## src/rtl/bfs_sink_engine_pkg.sv

```systemverilog
// Shared definitions for the BFS sink engine: cell encoding, FSM states and
// the neighbour offset table (4-connected entries first, diagonals after).
package bfs_pkg;

  localparam logic [1:0] CELL_WATER  = 2'b00;
  localparam logic [1:0] CELL_INTACT = 2'b01;
  localparam logic [1:0] CELL_HIT    = 2'b10;
  localparam logic [1:0] CELL_SUNK   = 2'b11;

  typedef enum logic [3:0] {
    IDLE, SEED, POP, NREQ, NWAIT, EVAL, MARK_REQ, MARK_WAIT, DONE
  } state_t;

  // Order N, E, S, W, NE, SE, SW, NW; y grows downward.
  localparam int NB_DX [8] = '{ 0, 1, 0, -1,  1, 1, -1, -1};
  localparam int NB_DY [8] = '{-1, 0, 1,  0, -1, 1,  1, -1};

endpackage

```

## src/rtl/bfs_sink_engine_queue.sv

```systemverilog
// Synchronous FIFO of packed {x,y} coordinates with a single-cycle clear;
// pop_data always shows the current head entry.
module bfs_queue #(
  parameter int DEPTH = 36,
  parameter int DW    = 6
) (
  input  logic          clk,
  input  logic          rst,
  input  logic          clr,
  input  logic          push,
  input  logic [DW-1:0] push_data,
  input  logic          pop,
  output logic [DW-1:0] pop_data,
  output logic          empty
);
  localparam int PW   = $clog2(DEPTH);
  localparam int CNTW = $clog2(DEPTH + 1);

  logic [DW-1:0]   mem [DEPTH];
  logic [PW-1:0]   wr_ptr, rd_ptr;
  logic [CNTW-1:0] count;
  logic            do_pop;

  assign empty    = (count == '0);
  assign do_pop   = pop && !empty;
  assign pop_data = mem[rd_ptr];

  // NOTE: storage has no reset; only pointers and count define validity.
  always_ff @(posedge clk) begin
    if (push) mem[wr_ptr] <= push_data;
  end

  always_ff @(posedge clk or posedge rst) begin
    if (rst) begin
      wr_ptr <= '0;
      rd_ptr <= '0;
      count  <= '0;
    end else if (clr) begin
      wr_ptr <= '0;
      rd_ptr <= '0;
      count  <= '0;
    end else begin
      if (push)   wr_ptr <= (wr_ptr == PW'(DEPTH - 1)) ? '0 : wr_ptr + 1'b1;
      if (do_pop) rd_ptr <= (rd_ptr == PW'(DEPTH - 1)) ? '0 : rd_ptr + 1'b1;
      case ({push, do_pop})
        2'b10:   count <= count + 1'b1;
        2'b01:   count <= count - 1'b1;
        default: ;
      endcase
    end
  end

endmodule

```

## src/rtl/bfs_sink_engine.sv

```systemverilog
// Flood-fills the ship component containing the seed cell, reports whether
// it has no intact cells left (sunk), and optionally rewrites it as sunk.
module bfs_sink_engine
  import bfs_pkg::*;
#(
  parameter int WIDTH     = 6,
  parameter int HEIGHT    = 6,
  parameter int CW        = $clog2((WIDTH > HEIGHT) ? WIDTH : HEIGHT),
  parameter int DIAG      = 0,
  parameter int MARK_SUNK = 1
) (
  input  logic                              clk,
  input  logic                              rst,
  input  logic                              bfs_start,
  input  logic [CW-1:0]                     x,
  input  logic [CW-1:0]                     y,
  output logic [CW-1:0]                     mem_addr_x,
  output logic [CW-1:0]                     mem_addr_y,
  output logic [1:0]                        mem_wr_data,
  output logic                              mem_wr_en,
  output logic                              mem_in_valid,
  input  logic [1:0]                        mem_rd_data,
  input  logic                              mem_ready,
  output logic                              bfs_sink,
  output logic [$clog2(WIDTH*HEIGHT+1)-1:0] bfs_size,
  output logic                              bfs_busy,
  output logic                              bfs_done
);
  localparam int CELLS  = WIDTH * HEIGHT;
  localparam int IW     = $clog2(CELLS);
  localparam int NUM_NB = (DIAG != 0) ? 8 : 4;

  state_t              state, state_nx;
  logic [CW-1:0]       cur_x, cur_y, nb_x, nb_y, mx, my;
  logic [3:0]          nidx;
  logic [CELLS-1:0]    visited;
  logic                found_intact, pending;
  logic                q_push, q_pop, q_clr, q_empty;
  logic [2*CW-1:0]     q_head, q_in;
  int                  nxi, nyi;
  logic                nb_skip, seed_oob, mark_last, nb_done;

  function automatic logic [IW-1:0] cell_idx(input logic [CW-1:0] cx, input logic [CW-1:0] cy);
    return IW'(int'(cy) * WIDTH + int'(cx));
  endfunction

  always_comb begin
    nxi       = int'(cur_x) + NB_DX[nidx[2:0]];
    nyi       = int'(cur_y) + NB_DY[nidx[2:0]];
    nb_done   = (nidx == 4'(NUM_NB));
    // Out-of-bounds short-circuits the visited lookup so a wrapped index is harmless.
    nb_skip   = (nxi < 0) || (nxi >= WIDTH) || (nyi < 0) || (nyi >= HEIGHT) ||
                visited[IW'(nyi * WIDTH + nxi)];
    seed_oob  = (int'(cur_x) >= WIDTH) || (int'(cur_y) >= HEIGHT);
    mark_last = (int'(mx) == WIDTH - 1) && (int'(my) == HEIGHT - 1);
    q_in      = (state == SEED) ? {cur_x, cur_y} : {nb_x, nb_y};
  end

  bfs_queue #(.DEPTH(CELLS), .DW(2*CW)) u_queue (
    .clk       (clk),
    .rst       (rst),
    .clr       (q_clr),
    .push      (q_push),
    .push_data (q_in),
    .pop       (q_pop),
    .pop_data  (q_head),
    .empty     (q_empty)
  );

  always_ff @(posedge clk or posedge rst) begin
    if (rst) state <= IDLE;
    else     state <= state_nx;
  end

  // NOTE: every output and strobe gets a default first so no path infers a latch.
  always_comb begin
    state_nx     = state;
    mem_in_valid = 1'b0;
    mem_wr_en    = 1'b0;
    mem_wr_data  = CELL_WATER;
    mem_addr_x   = '0;
    mem_addr_y   = '0;
    q_push       = 1'b0;
    q_pop        = 1'b0;
    q_clr        = 1'b0;
    bfs_busy     = (state != IDLE) && (state != DONE);
    bfs_done     = (state == DONE);
    case (state)
      IDLE: if (bfs_start) begin
        q_clr    = 1'b1;
        state_nx = SEED;
      end
      SEED: if (!pending) begin
        if (seed_oob) state_nx = DONE;
        else begin
          mem_in_valid = 1'b1;
          mem_addr_x   = cur_x;
          mem_addr_y   = cur_y;
        end
      end else if (mem_ready) begin
        if (mem_rd_data == CELL_WATER) state_nx = DONE;
        else begin
          q_push   = 1'b1;
          state_nx = POP;
        end
      end
      POP: if (q_empty) state_nx = EVAL;
           else begin
             q_pop    = 1'b1;
             state_nx = NREQ;
           end
      NREQ: if (nb_done) state_nx = POP;
            else if (!nb_skip) begin
              mem_in_valid = 1'b1;
              mem_addr_x   = nxi[CW-1:0];
              mem_addr_y   = nyi[CW-1:0];
              state_nx     = NWAIT;
            end
      NWAIT: if (mem_ready) begin
        q_push   = (mem_rd_data != CELL_WATER);
        state_nx = NREQ;
      end
      EVAL: state_nx = (!found_intact && MARK_SUNK != 0) ? MARK_REQ : DONE;
      MARK_REQ: if (visited[cell_idx(mx, my)]) begin
        mem_in_valid = 1'b1;
        mem_wr_en    = 1'b1;
        mem_wr_data  = CELL_SUNK;
        mem_addr_x   = mx;
        mem_addr_y   = my;
        state_nx     = MARK_WAIT;
      end else if (mark_last) state_nx = DONE;
      MARK_WAIT: if (mem_ready) state_nx = mark_last ? DONE : MARK_REQ;
      DONE: if (!bfs_start) state_nx = IDLE;
      default: state_nx = IDLE;
    endcase
  end

  // NOTE: sequential state uses non-blocking assignments only.
  always_ff @(posedge clk or posedge rst) begin
    if (rst) begin
      cur_x <= '0; cur_y <= '0; nb_x <= '0; nb_y <= '0; mx <= '0; my <= '0;
      nidx <= '0; visited <= '0; found_intact <= 1'b0; pending <= 1'b0;
      bfs_sink <= 1'b0; bfs_size <= '0;
    end else begin
      case (state)
        IDLE: if (bfs_start) begin
          cur_x <= x; cur_y <= y;
          visited <= '0; bfs_size <= '0; found_intact <= 1'b0;
          bfs_sink <= 1'b0; pending <= 1'b0;
        end
        SEED: if (!pending) pending <= !seed_oob;
              else if (mem_ready) begin
                pending <= 1'b0;
                if (mem_rd_data != CELL_WATER) begin
                  visited[cell_idx(cur_x, cur_y)] <= 1'b1;
                  bfs_size     <= 1'b1;
                  found_intact <= (mem_rd_data == CELL_INTACT);
                end
              end
        POP: if (!q_empty) begin
          {cur_x, cur_y} <= q_head;
          nidx           <= '0;
        end
        NREQ: if (!nb_done) begin
          nidx <= nidx + 1'b1;
          if (!nb_skip) begin
            nb_x <= nxi[CW-1:0];
            nb_y <= nyi[CW-1:0];
          end
        end
        NWAIT: if (mem_ready && mem_rd_data != CELL_WATER) begin
          visited[cell_idx(nb_x, nb_y)] <= 1'b1;
          bfs_size <= bfs_size + 1'b1;
          if (mem_rd_data == CELL_INTACT) found_intact <= 1'b1;
        end
        EVAL: begin
          bfs_sink <= !found_intact;
          mx <= '0;
          my <= '0;
        end
        MARK_REQ, MARK_WAIT:
          if ((state == MARK_REQ && !visited[cell_idx(mx, my)]) ||
              (state == MARK_WAIT && mem_ready)) begin
            if (int'(mx) == WIDTH - 1) begin
              mx <= '0;
              my <= my + 1'b1;
            end else mx <= mx + 1'b1;
          end
        default: ;
      endcase
    end
  end

endmodule

```

## config.mk

```make
export PLATFORM = sky130hd
export DESIGN_NAME = bfs_sink_engine
export DESIGN_NICKNAME = d
export VERILOG_FILES = /design/src/rtl/bfs_sink_engine_pkg.sv /design/src/rtl/bfs_sink_engine_queue.sv /design/src/rtl/bfs_sink_engine.sv
export SDC_FILE = /design/constraint.sdc
export NUM_CORES = 1
export LEC_CHECK = 0
export CAP_MARGIN = 20
export CORE_ASPECT_RATIO = 1.1
export CORE_UTILIZATION = 59
export DETAILED_ROUTE_END_ITERATION = 8
export PLACE_DENSITY = 0.84
export SYNTH_ARGS = -nofsm -noshare
export SYNTH_HDL_FRONTEND = slang
export SYNTH_HIERARCHICAL = 1
export SYNTH_SLANG_ARGS = --single-unit
```

## constraint.sdc

```tcl
create_clock -name clk -period 16.1 [get_ports clk]
set_input_delay 3.22 -clock clk [delete_from_list [all_inputs] [get_ports clk]]
set_output_delay 3.22 -clock clk [all_outputs]
set_load 0.05 [all_outputs]
```

==> results.yml <==
floorplanning:
  core_um2: 25600
  die_area_um2: 27000
  pin_count: 31
  start_util_pct: 60.8
  chipWidth_um: 157
  die_h_um: 172
  rows: 61
route:
  met1Wirelength_um: 14700
  dr_total_vias: 10600
  top_layer: "met4"
  routed_via_density: 6.69
  drtIter0Drc: 1423
  drc_errors: 0
  routed_wl_um: 38100
  post_drt_wl_per_cell_um: 24.1
  dr.pass1.iters: 6
  wl_met2_um: 18600
  wl_met3_um: 3570
  ant_nets: 0
yosys:
  yosys.area.top_type: "edfxtp_1"
  synthTopCellsByArea: "edfxtp_1 42%, dfrtp_1 14%, mux4_2 8.3%, ha_1 5.0%, nor2_1 3.0%"
  synthDistinctLibCells: 76
  synth_seq_area_share_pct: 56.1
  syn_inst: 1183
  syn_area_per_cell_um2: 13.1
  synth_edf_count: 216
  syn_area_um2: 15500
  ys.flop_type: "edfxtp_1"
  synthDominantCellAreaShare_pct: 41.7
  ys_ff_latch: 305
  mappedNetlistNets: 1268
  async_flop_share_pct: 29.2
  ys.warnings.count: 6
clock_tree:
  cts-root-buf: "clkbuf_16"
  cts.sinks: 305
  cts_resized: 0
  postCtsSetupRepairBufs: 0
  cts_hold_buffers: 0
  clock_path_buffers: 3
  cts_buffers: 30
  cts_tree: "built"
  clk_latency_ns: 0.60
  cts.clk_slew.worst_paths_ns: 0.06
  htreeDepth: 1
sta:
  tns_ns: 0
  slew_viol_final: 0
  rsz0062_at_grt: "no"
  worst_slew_pin_slew_ns: 1.10
  relSlewSlack_pct: 26.6
  max_clock_freq_ghz: 0.102
  fin_ws_ns: 6.31
  finalCriticalPeriod_ns: 9.79
  fin_crit_sh_pct: 60.8
  setup_viol: 0
  clock_skew_ns: 0.0523
  hold_violations: 0
final_layout:
  final_layout_size_suffix_gt1_share_pct: 15.3
  fin_cells: 1579
  final_cell_area_um2: 17200
  nNetsFinal: 1294
  fillCellCount: 1664
  syn_to_final_growth_pct: 10.9
  diodes: 0
power_and_ir_drop:
  vdd_ir_drop_max_mv: 0.271
  p_leak_nw: 6.35
  p_per_area_nw_per_um2: 194
placement:
  placedInstanceArea_um2: 16200
  port_buffers: 30
  dpl.cell_count: 1522
  pre_cts_ws_ns: 6.64
  place_hpwl_um: 24300
  gp_congestion: 0.955
setup_path:
  critical_path_class: "reg2out"
  crit_fanout: 15
  slowest_delay_ns: 0.79
  crit_top_cell: "ha_1"
  crit_path_end_kind: "output pin"
  cp_num_buf_inv: 5
  cp_top_family: "adder cells"
  path_cells: "inv_1, ha_1, mux2i_1, buf_4, inv_1, fa_1, xor2_1, ha_1, ha_1, ha_1, xor2_1, mux4_2, nor3b_1, a2111oi_2, clkbuf_4, and2_1, a221o_1, clkdlybuf4s50_1"
  required_ns: 12.88
  crit_path_top_delay_cell: "clkdlybuf4s50_1"
  start_kind: "register"
  arrival_ns: 6.57
global_routing:
  grt_pass1_vias: 10200
  gr-total-overflow: 0
  antenna_found_initial: 0
  track_usage_pct: 29.2
  grt_max_degree: 72
  grt_pass1_wl_um: 58800
outcome:
  status: "finished, final reports clean"
run:
  drv_cap: 0
hold_path:
  hp-class: "reg2reg"
-- power by group --
| part | switching (W) | internal, W | total (W) |
|---|---|---|---|
| sequential | 0.0000822 | 0.000966 | 0.00105 |
| combinational | 0.000938 | 0.000619 | 0.00156 |
| clock | 0.000305 | 0.000428 | 0.000733 |
| total | 0.00133 | 0.00201 | 0.00334 |
-- per-layer routing --
| layer | GRT usage [%] | vias up |
|---|---|---|
| li1 | - | 4565 |
| met1 | 39.1 | 5216 |
| met2 | 48.8 | 647 |
| met3 | 4.84 | 129 |
| met4 | 9.85 | 0 |
| met5 | 0 | - |
-- cell usage after synthesis (4+ instances only) --
cell type and count:
edfxtp_1 216, nor2_1 124, dfrtp_1 89, o22ai_1 67, ha_1 62, nand2_1 62, a21oi_1 58, mux4_2 57
inv_1 44, o21ai_0 34, mux2_2 32, clkbuf_1 29, nand3_1 28, mux2i_1 25, nor2b_1 21, xnor2_1 15
xor2_1 15, buf_2 11, fa_1 11, nand2b_1 11, nor3_1 9, nand4_1 8, a211oi_1 7, a22oi_1 7
a31oi_1 7, and2_1 7, buf_4 7, nand3b_1 7, a21o_1 6, a221oi_1 6, o21ai_1 6, or3_1 6
buf_1 5, mux2_1 5, nor3b_1 5, or2_2 5, and3_1 4, o21a_1 4, o31ai_1 4
-- logic make-up (layout without fill, tap and decap cells) --
kind of cell	Yosys count	in the layout	share of synthesized area, %
adders and majority gates	73	73	6.41
muxes	123	123	13.1
DFF	305	305	56.1
xor gates and xnor gates	32	32	2.01
and+or+nand+nor	316	316	9.86
AOI/OAI and AO/OA	234	234	9.82
buffers and inverters	100	150	2.77
-- area by class of cell --
class	instances	area (um^2)	share of cell area [%]
clock buffer	43	840	4.87
clock inverter	13	199	1.15
inverter	46	173	1.00
multi-input combinational	778	6450	37.4
sequential	305	8720	50.6
tap	346	433	2.51
timing repair buffer	48	435	2.53
-- registers in the layout, summed over array words and instances, names as in the netlist --
register / count
u_queue/mem: 216
nidx: 4
bfs_size: 6
visited: 36
u_queue/count: 6
state: 4
mx: 3
nb_y: 3
my: 3
found_intact: 1
cur_y: 3
u_queue/wr_ptr: 6
pending: 1
bfs_sink: 1
u_queue/rd_ptr: 6
cur_x: 3
nb_x: 3
-- path summary, 6_finish.rpt --
| kind | from | end | slack [ns] | cells after the start |
|---|---|---|---|---|
| worst min register to register | bfs_size[5] | bfs_size[5] | 0.49 | 1 |
| max in group asynchronous | rst | state[3] | 12.18 | 3 |
| worst min-delay path | bfs_size[5] | bfs_size[5] | 0.49 | 1 |
| worst max-delay path | nidx[0] | mem_addr_y[1] | 6.31 | 18 |
| worst max register to register | nidx[0] | nb_x[0] | 10.80 | 17 |
| min in group asynchronous | rst | u_queue/wr_ptr[5] | 3.16 | 2 |
-- per-stage QoR --
stage	hold WS [ns]	util [%]	power, W
2_1_floorplan	0.471	-	0.00221
3_3_place_gp	0.468	63.3	0.00252
3_5_place_dp	0.473	63.3	0.00257
4_1_cts	0.492	67.4	0.00331
5_1_grt	0.517	67.4	0.00351
6_report	0.493	67.4	0.00334
-- cells in the final DEF, fill, tap and decap left out, types with 8 or more instances in the layout --
cell,netlist,layout
xor2_1,15,15
nand3_1,28,28
buf_4,7,17
edfxtp_1,216,216
mux2_2,32,32
clkbuf_1,29,9
clkdlybuf4s50_1,0,30
dfrtp_1,89,87
inv_1,44,43
nand2b_1,11,11
o21ai_0,34,28
clkbuf_16,0,30
mux2i_1,25,25
a21oi_1,58,58
mux4_2,57,57
xnor2_1,15,15
nor3_1,9,9
o22ai_1,67,67
nand4_1,8,8
nand2_1,62,62
nor2_1,124,123
ha_1,62,62
nor2b_1,21,21
fa_1,11,11
No activity file was read; power rests on OpenSTA's default activity.
